$ cat src/rtl/regfile_write_arbiter.sv
// Shares the register-file write port between core writeback (priority) and a loader port.
// Define RF_INIT_SWEEP_EN to zero registers 1-31 after reset before entering RUN.
module regfile_write_arbiter #(
    parameter int STARVE_LIMIT = 4
) (
    input  logic        clk,
    input  logic        rst_n,
    input  logic        wb_we,
    input  logic [4:0]  wb_wa,
    input  logic [31:0] wb_wd,
    output logic        core_stall,
    input  logic        ld_valid,
    input  logic [4:0]  ld_wa,
    input  logic [31:0] ld_wd,
    output logic        ld_ready,
    output logic        we3,
    output logic [4:0]  wa3,
    output logic [31:0] wd3,
    output logic        init_done
);

    localparam logic [3:0] LIMIT = 4'(STARVE_LIMIT);

`ifdef RF_INIT_SWEEP_EN
    typedef enum logic [1:0] {IDLE = 2'd0, SWEEP = 2'd1, RUN = 2'd2} state_t;
    logic [4:0] sweep_addr;
`else
    typedef enum logic [1:0] {IDLE = 2'd0, RUN = 2'd2} state_t;
`endif

    state_t     state, state_next;
    logic [3:0] starve_cnt, starve_next;
    logic       forced;

    always_ff @(posedge clk or negedge rst_n) begin
        if (!rst_n) begin
            state      <= IDLE;
            starve_cnt <= 4'd0;
        end else begin
            state      <= state_next;
            starve_cnt <= starve_next;
        end
    end

`ifdef RF_INIT_SWEEP_EN
    always_ff @(posedge clk or negedge rst_n) begin
        if (!rst_n)
            sweep_addr <= 5'd1;
        else if (state == SWEEP)
            sweep_addr <= sweep_addr + 5'd1;
    end
`endif

    always_comb begin
        state_next = state;
        case (state)
`ifdef RF_INIT_SWEEP_EN
            IDLE:    state_next = SWEEP;
            SWEEP:   if (sweep_addr == 5'd31) state_next = RUN;
`else
            IDLE:    state_next = RUN;
`endif
            RUN:     state_next = RUN;
            default: state_next = IDLE;
        endcase
    end

    assign forced = (state == RUN) && ld_valid && (starve_cnt == LIMIT);

    // Count only cycles where the loader asks and is refused; any transfer or idle loader resets it.
    always_comb begin
        starve_next = starve_cnt;
        if (state == RUN) begin
            if (!ld_valid || ld_ready)
                starve_next = 4'd0;
            else if (starve_cnt < LIMIT)
                starve_next = starve_cnt + 4'd1;
        end
    end

    always_comb begin
        we3        = 1'b0;
        wa3        = 5'd0;
        wd3        = 32'd0;
        core_stall = 1'b0;
        ld_ready   = 1'b0;
        init_done  = 1'b0;
        case (state)
            IDLE: core_stall = 1'b1;
`ifdef RF_INIT_SWEEP_EN
            SWEEP: begin
                we3        = 1'b1;
                wa3        = sweep_addr;
                core_stall = 1'b1;
            end
`endif
            RUN: begin
                init_done = 1'b1;
                if (forced) begin
                    core_stall = 1'b1;
                    ld_ready   = 1'b1;
                    wa3        = ld_wa;
                    wd3        = ld_wd;
                    we3        = (ld_wa != 5'd0);
                end else if (wb_we) begin
                    wa3 = wb_wa;
                    wd3 = wb_wd;
                    we3 = (wb_wa != 5'd0);
                end else if (ld_valid) begin
                    ld_ready = 1'b1;
                    wa3      = ld_wa;
                    wd3      = ld_wd;
                    we3      = (ld_wa != 5'd0);
                end
            end
            default: core_stall = 1'b1;
        endcase
    end

endmodule

$ cat config.mk
export PLATFORM = sky130hd
export DESIGN_NAME = regfile_write_arbiter
export DESIGN_NICKNAME = d
export VERILOG_FILES = /design/src/rtl/regfile_write_arbiter.sv
export SDC_FILE = /design/constraint.sdc
export NUM_CORES = 1
export LEC_CHECK = 0
export CORE_MARGIN = 5
export CORE_UTILIZATION = 22
export DETAILED_ROUTE_END_ITERATION = 16
export PLACE_DENSITY = 0.83
export SYNTH_ARGS = -nofsm -noshare
export SYNTH_HDL_FRONTEND = slang
export SYNTH_SLANG_ARGS = --single-unit
$ cat constraint.sdc
create_clock -name clk -period 2.2 [get_ports clk]
set_input_delay 0.55 -clock clk [delete_from_list [all_inputs] [get_ports clk]]
set_output_delay 0.55 -clock clk [all_outputs]
set_load 0.01 [all_outputs]
==> results of run 1 <==
-- area by class of cell --
class | instances | area (sq um) | area share, %
well taps | 44 | 55.05 | 2.567
inverters | 2 | 7.507 | 0.3501
flip-flops and latches | 5 | 126.4 | 5.893
repair buffers | 144 | 1341 | 62.54
multi-input cells | 71 | 588.1 | 27.42
clock buffers | 4 | 26.28 | 1.225
-- sequential cells by signal, summed over array words and instances (netlist names) --
| name | count |
|---|---|
| state | 1 |
| starve_cnt | 4 |
-- power groups by stage --
stage | Sequential [mW] | Combinational [mW] | Clock, mW
final | 0.101 | 0.382 | 0.103
after floorplan | 0.100 | 0.107 | 0
after global placement | 0.0996 | 0.349 | 0
after global routing | 0.101 | 0.403 | 0.121
after detailed placement | 0.0999 | 0.356 | 0
after CTS | 0.100 | 0.358 | 0.108
-- cell families after synthesis --
group,after synthesis,share of synthesized area [%]
other,1,0.5240
flip-flops,5,17.48
AND/OR/NAND/NOR,18,14.16
AO/OA/AOI/OAI,44,52.45
buffers and inverters,10,10.49
adder cells (fa/ha/maj),2,3.496
multiplexers,1,1.399
-- worst register-to-register path, delay by kind of cell (launching register included) --
kind                       cells  cell delay [ns]
and+or+nand+nor                2             0.20
DFF                            1             0.38
adders and majority gates      1             0.14
AOI/OAI and AO/OA              1             0.07
buffers and inverters          3             0.36
-- timing repair --
item,4_1_cts,5_1_grt
hold endpoints to repair,0,0
endpoints found under the setup margin,40,39
resized for setup,178,15
pin swaps,7,15
gates cloned,7,2
buffers inserted,12,3
-- cell usage in the layout (no fill, tap or decap), types with 2 or more instances in the layout --
cell type        instances
nor2b_1                  2
nor3_1                   2
buf_6                   15
a22o_1                  38
buf_16                   3
buf_2                   32
clkdlybuf4s50_1         76
clkbuf_4                 3
and3_4                   5
dfrtp_1                  4
nor2_1                   2
a21oi_1                  2
inv_2                    2
buf_4                   13
nand2_1                  5
-- per-layer routing --
layer | wire length (um) | share of wire [%] | GRT usage [%]
met4 | 206 | 3.7 | 8.608
met3 | 717 | 13 | 8.094
met1 | 1868 | 33 | 23.82
met5 | 0 | 0 | 0
met2 | 2808 | 50 | 40.00
-- worst max-delay path by stage --
stage | startpoint | slack, ns | endpoint | cells after the start
2_1_floorplan | starve_cnt[0]$_DFFE_PN0P_ | 0.28 | wd3[11] | 7
3_3_place_gp | ld_valid | -0.74 | wd3[15] | 5
3_5_place_dp | ld_valid | -0.83 | wa3[3] | 5
4_1_cts | starve_cnt[0]$_DFFE_PN0P_ | -0.14 | wd3[28] | 9
5_1_grt | starve_cnt[1]$_DFFE_PN0P_ | -0.27 | wd3[11] | 9
6_report | wb_we | -0.17 | wd3[11] | 7
-- metrics by stage --
stage / cell area (sq um) / worst slack [ns] / cells / setup TNS, ns / power, mW
global route: 2145 / -0.2745 / 270 / -7.111 / 0.6256
CTS: 2048 / -0.1382 / 265 / -2.103 / 0.5663
finish: 2145 / -0.1722 / 270 / -3.504 / 0.5861
global placement: 1949 / -0.7359 / 242 / -27.68 / 0.4485
floorplan: 715.7 / 0.2789 / 81 / 0 / 0.2078
detailed placement: 1949 / -0.8295 / 242 / -31.32 / 0.4561
==> results by group, run 1 <==
Worst setup path
  – CP max stage delay: around 0.39 ns
  – Crit path max-delay cell type: clkdlybuf4s15_1
  – Setup crit end kind: output pin
  – CP top delay family: buffers and inverters
  – Crit path arrival time: 1.82 ns
  – Reg-to-reg endpoint: starve_cnt[2]$_DFFE_PN0P_
  – Kind of critical path: in -> out
  – Worst path cell trace: clkdlybuf4s15_1 > a21oi_4 > buf_6 > buf_16 > buf_6 > a22o_1 > buf_2
  – Reg-to-reg startpoint: starve_cnt[0]$_DFFE_PN0P_
  – Worst r2r path cells: 7
  – Startpoint Class: input pin
  – CP required: 1.65 ns
  – Maximum fanout along the worst path: 8
  – Most frequent CP cell: buf_6
  – Crit path buf inv count: 5
  – Worst R2R Setup Slack: 0.92 ns

Placed design
  – Gpl congestion: 0.9563
  – DP Wirelength: about 3.7 mm
  – PortBufs: approximately 120

Synth
  – Syn Nets: around 160
  – Mapped Area: 715.7 sq um
  – Warnings from Yosys: 0
  – Most common cell in the netlist: a22o_1
  – Synth Flop Type: dfrtp_1
  – Synth cell count leaders: a22o_1 (38), dfrtp_1 (5), nand2_1 (5)
  – Top cell type's share of synthesized area: 46.50%
  – Sequential area share after synthesis: between 10% and 20%
  – Syn Area/Cell: 8.836 sq um
  – Top post-synthesis cells by area: a22o_1 (47%), dfrtp_1 (17%), buf_6 (6.3%)
  – Synth Instances: 81
  – Post-synth EDFFs: 0
  – Register bit total from synthesis: 5
  – Yosys cell types: 25
  – Synth async-reset ratio: 100.0%
  – Post-synth top area cell: a22o_1

Clock tree
  – Clock latency on the worst-skew pair: 0.24 ns
  – Clock tree sinks: 5
  – Htree depth: 1
  – CTS Hold Bufs: 0
  – CTS tree: yes
  – Clk slew on worst S/H paths: 0.04 ns
  – Num CTS Buffers: 3
  – CTS Root Cell: clkbuf_4
  – CTS max path bufs: 2

Finish
  – Final net count: 307
  – Area delta synth->final: 199.7%
  – Fin util: 69.67%
  – Number of fill cells: ~220
  – Layout cell share with drive strength beyond 1: 35.84%
  – N_diodes: 0

Route
  – DRT Wirelength: 5.601 mm
  – Via count: 1363
  – 1st-iter DRT viols: 86
  – DR WL/cell: between 20 and 25 um
  – Residual DRC: 0
  – Vias per cell: about 5
  – DR pass1 iterations: 4
  – Final ANT Viol Nets: 0

Power
  – Switching Share: a little under a third
  – Peak VDD IR: 0.0003220 V
  – Combinational power share: 65.2%
  – P per Cell Area: ~270 nW/um^2
  – Leakage: between 0.9 and 1 nW
  – Switching power: 0.1765 mW
  – Sequential Power Share: 17.2%
  – Pint: 0.4096 mW
  – Clock share of power: 17.6%

Timing
  – Fmax: 421.5 MHz
  – Worst hold margin: 0.5393 ns
  – RSZ-0062 raised after global routing: yes
  – Fin crit share: 107.8%
  – Final Max Tran Viols: 0
  – Setup ws final: -0.1722 ns
  – Clock skew: about 0.00068 ns
  – Tmin final: 2.372 ns
  – Final Hold Fails: 0
  – Final Setup Violations: 38

GRT
  – All-Layer GR Usage: 22.48%
  – Initial antenna violation count: 0
  – First-pass GRT wire length: 7.486 mm
  – Vias in the first global route: around 1300
  – Gr ovfl total: 0
  – Largest net degree at the start of global routing: 13

Outcome
  – Failing checks: setup timing
  – Outcome: complete, but fails checks

Job
  – Max-cap violations: 0

Floorplan
  – Ports: 119
  – Die Y: 67.04 um
  – Initial core utilization: a little under a quarter
  – Die width: ~67 um
  – Placeable Area: 3078 sq um
  – DIE AREA: roughly 4500 sq um
  – Num rows: 20

Worst hold path
  – Class of the worst hold path: in -> async
(Power assumes the default switching activity.)
==> inputs of run 2 (changes only) <==
--- a/config.mk
+++ b/config.mk
@@ -5,10 +5,12 @@
 export SDC_FILE = /design/constraint.sdc
 export NUM_CORES = 1
 export LEC_CHECK = 0
+export CORE_ASPECT_RATIO = 1.75
 export CORE_MARGIN = 5
 export CORE_UTILIZATION = 22
 export DETAILED_ROUTE_END_ITERATION = 16
 export PLACE_DENSITY = 0.83
+export SETUP_SLACK_MARGIN = 0.1
 export SYNTH_ARGS = -nofsm -noshare
 export SYNTH_HDL_FRONTEND = slang
 export SYNTH_SLANG_ARGS = --single-unit
==> run 2 against run 1 <==
  * The flow still finishes with violations (setup timing)
  * Die area up 1.0%
  * Largest power group unchanged
  * Final cell count up 2.2%
  * Global-route usage down 0.056 points
  * Largest cell class unchanged
  * Register-to-register slack worse by 0.18 ns
  * Critical endpoint is now wd3[6]
  * Total power up 11%
==> results by group, run 2 (synthesis results as in run 1) <==
Clock tree
  – Clock tree sinks: 5 (unchanged)
  – CTS tree: yes
  – Num CTS Buffers: 3 (unchanged)
  – CTS Root Cell: clkbuf_8
  – Htree depth: 1 (unchanged)
  – CTS Hold Bufs: 0 (unchanged)
  – CTS max path bufs: 2 (unchanged)
  – Clock latency on the worst-skew pair: 0.22 ns (-0.02 ns)
  – Clk slew on worst S/H paths: 0.04 ns (about the same)

Worst setup path
  – Worst path cell trace: inv_2 > ha_4 > nand4b_1 > buf_4 > buf_6 > and3_4 > a22o_1 > buf_2
  – CP max stage delay: 0.38 ns (about the same)
  – Startpoint Class: register
  – Kind of critical path: reg -> out
  – CP top delay family: buffers and inverters
  – Crit path buf inv count: 4 (-1)
  – CP required: 1.65 ns (about the same)
  – Setup crit end kind: output pin
  – Maximum fanout along the worst path: 6 (-2)
  – Crit path max-delay cell type: dfrtp_1
  – Crit path arrival time: 1.83 ns (about the same)

Finish
  – Area delta synth->final: 203.1%
  – Reg with most FFs: starve_cnt
  – Layout cell share with drive strength beyond 1: 37.77% (+1.9 points)
  – Final net count: 314 (+2.3%)
  – N_diodes: 0 (unchanged)
  – Fin util: 69.06% (-0.62 points)
  – Max reg flops: 4 (unchanged)
  – Commonest cells after routing, fill and taps aside: clkdlybuf4s50_1 (76), a22o_1 (38), buf_2 (35)
  – Largest regs: starve_cnt x4, state x1
  – Cell area after layout: 2170 sq um (+1.2%)
  – Number of fill cells: 262 (+18%)
  – Most common cell after layout, fill and taps aside: clkdlybuf4s50_1

Power
  – P per Cell Area: 299.5 nW/um^2 (+9.6%)
  – Switching power: 0.1881 mW (+6.5%)
  – Combinational power share: 57.8% (-7.4 points)
  – Pint: 0.4616 mW (+13%)
  – Peak VDD IR: 0.0003164 V (-1.7%)
  – Switching Share: 28.95% (-1.2 points)
  – Sequential Power Share: 15.4% (-1.8 points)
  – Clock share of power: 26.8% (+9.2 points)
  – Leakage: 1.023 nW (+2.6%)

Placed design
  – DP Wirelength: 3.572 mm (-3.9%)
  – DP Area: 2023 sq um (+3.8%)
  – Gpl congestion: 0.6969 (-27%)
  – PortBufs: 118 (unchanged)

Outcome
  – Failing checks: setup timing
  – Outcome: complete, but fails checks

Timing
  – Final Setup Violations: 39 (+2.6%)
  – Final Hold Fails: 0 (unchanged)
  – Setup ws final: -0.1785 ns (-0.006306 ns)
  – Final Max Tran Viols: 0 (unchanged)
  – Fin crit share: 108.1% (+0.29 points)
  – Fmax: 420.4 MHz (-0.27%)
  – Tmin final: 2.379 ns (+0.006306 ns)
  – RSZ-0062 raised after global routing: yes
  – Clock skew: 0.001745 ns (+0.001068 ns)

GRT
  – Gr ovfl total: 0 (unchanged)
  – All-Layer GR Usage: 22.42% (-0.056 points)
  – Largest net degree at the start of global routing: 16 (+3)
  – First-pass GRT wire length: 7.527 mm (+0.55%)
  – Initial antenna violation count: 0 (unchanged)
  – Vias in the first global route: 1473 (+9.3%)

Route
  – Residual DRC: 0 (unchanged)
  – Final ANT Viol Nets: 0 (unchanged)
  – DR WL/cell: 19.81 um (-4.5%)
  – 1st-iter DRT viols: 43 (-50%)
  – DR pass1 iterations: 4 (unchanged)
  – DRT Wirelength: 5.467 mm (-2.4%)
  – Vias per cell: 5.210 (+3.2%)
  – Via count: 1438 (+5.5%)

Floorplan
  – Die Y: 85.45 um (+27%)
  – Placeable Area: 3142 sq um (+2.1%)
  – Die width: 53.12 um (-21%)
  – Initial core utilization: 22.78% (-0.47 points)
  – Num rows: 27 (+35%)
  – DIE AREA: 4539 sq um (+1.0%)
  – Ports: 119 (unchanged)

Job
  – Max-cap violations: 0 (unchanged)

Worst hold path
  – Class of the worst hold path: in -> async
run 2: cell types whose count changed in the layout (fill, tap and decap cells not counted), sizes merged:
cell / previous run / this run
and3: 6 / 5
buf: 64 / 73
clkbuf: 6 / 5
clkdlybuf4s15: 2 / 1
dlygate4sd2: 0 / 1
run 2: power by group through the flow:
stage / Sequential, mW / Clock, mW / Combinational (mW)
2_1_floorplan: 0.100 / 0 / 0.107
5_1_grt: 0.100 / 0.181 / 0.397
3_3_place_gp: 0.0988 / 0 / 0.360
3_5_place_dp: 0.0989 / 0 / 0.367
4_1_cts: 0.0992 / 0.175 / 0.365
6_report: 0.0997 / 0.174 / 0.376
run 2: per-stage QoR:
step	setup WS (ns)	hold slack (ns)	instances	setup TNS, ns	total power [mW]
after floorplan	0.2789	0.2544	81	0	0.2078
after global placement	-0.6776	0.5907	250	-25.00	0.4592
after detailed placement	-0.7394	0.5937	250	-27.43	0.4662
after CTS	-0.1564	0.5640	273	-3.045	0.6392
after global routing	-0.2443	0.5760	276	-7.003	0.6779
final	-0.1785	0.5726	276	-4.192	0.6497
run 2: worst paths after layout:
check	from	to	slack (ns)	cells after the start
max in group asynchronous	rst_n	starve_cnt[2]$_DFFE_PN0P_	1.41	1
min reg2reg	starve_cnt[0]$_DFFE_PN0P_	starve_cnt[0]$_DFFE_PN0P_	0.64	2
max	starve_cnt[1]$_DFFE_PN0P_	wd3[6]	-0.18	8
max reg2reg	starve_cnt[1]$_DFFE_PN0P_	starve_cnt[2]$_DFFE_PN0P_	0.74	8
min in group clk	starve_cnt[0]$_DFFE_PN0P_	starve_cnt[0]$_DFFE_PN0P_	0.64	2
min	rst_n	starve_cnt[0]$_DFFE_PN0P_	0.57	1
run 2: routing by layer:
layer	GRT usage [%]	vias to the layer above	part of all wire (%)
met2	43.44	111	54
met1	20.70	670	32
met3	7.206	14	12
met5	0	-	0
met4	7.209	0	1.8
li1	-	643	-
run 2: final cells by class:
type,count,area (sq um),area share (%)
clock buffers,4,45.04,2.076
inverters,2,7.507,0.3460
multi-input cells,70,583.1,26.87
flip-flops and latches,5,125.1,5.767
well taps,43,53.80,2.480
repair buffers,152,1355,62.46
run 2: timing repair:
action,CTS,global route
resized for setup,184,8
setup endpoints to repair,40,40
gates cloned,6,1
buffers inserted,13,2
pin swaps,23,20
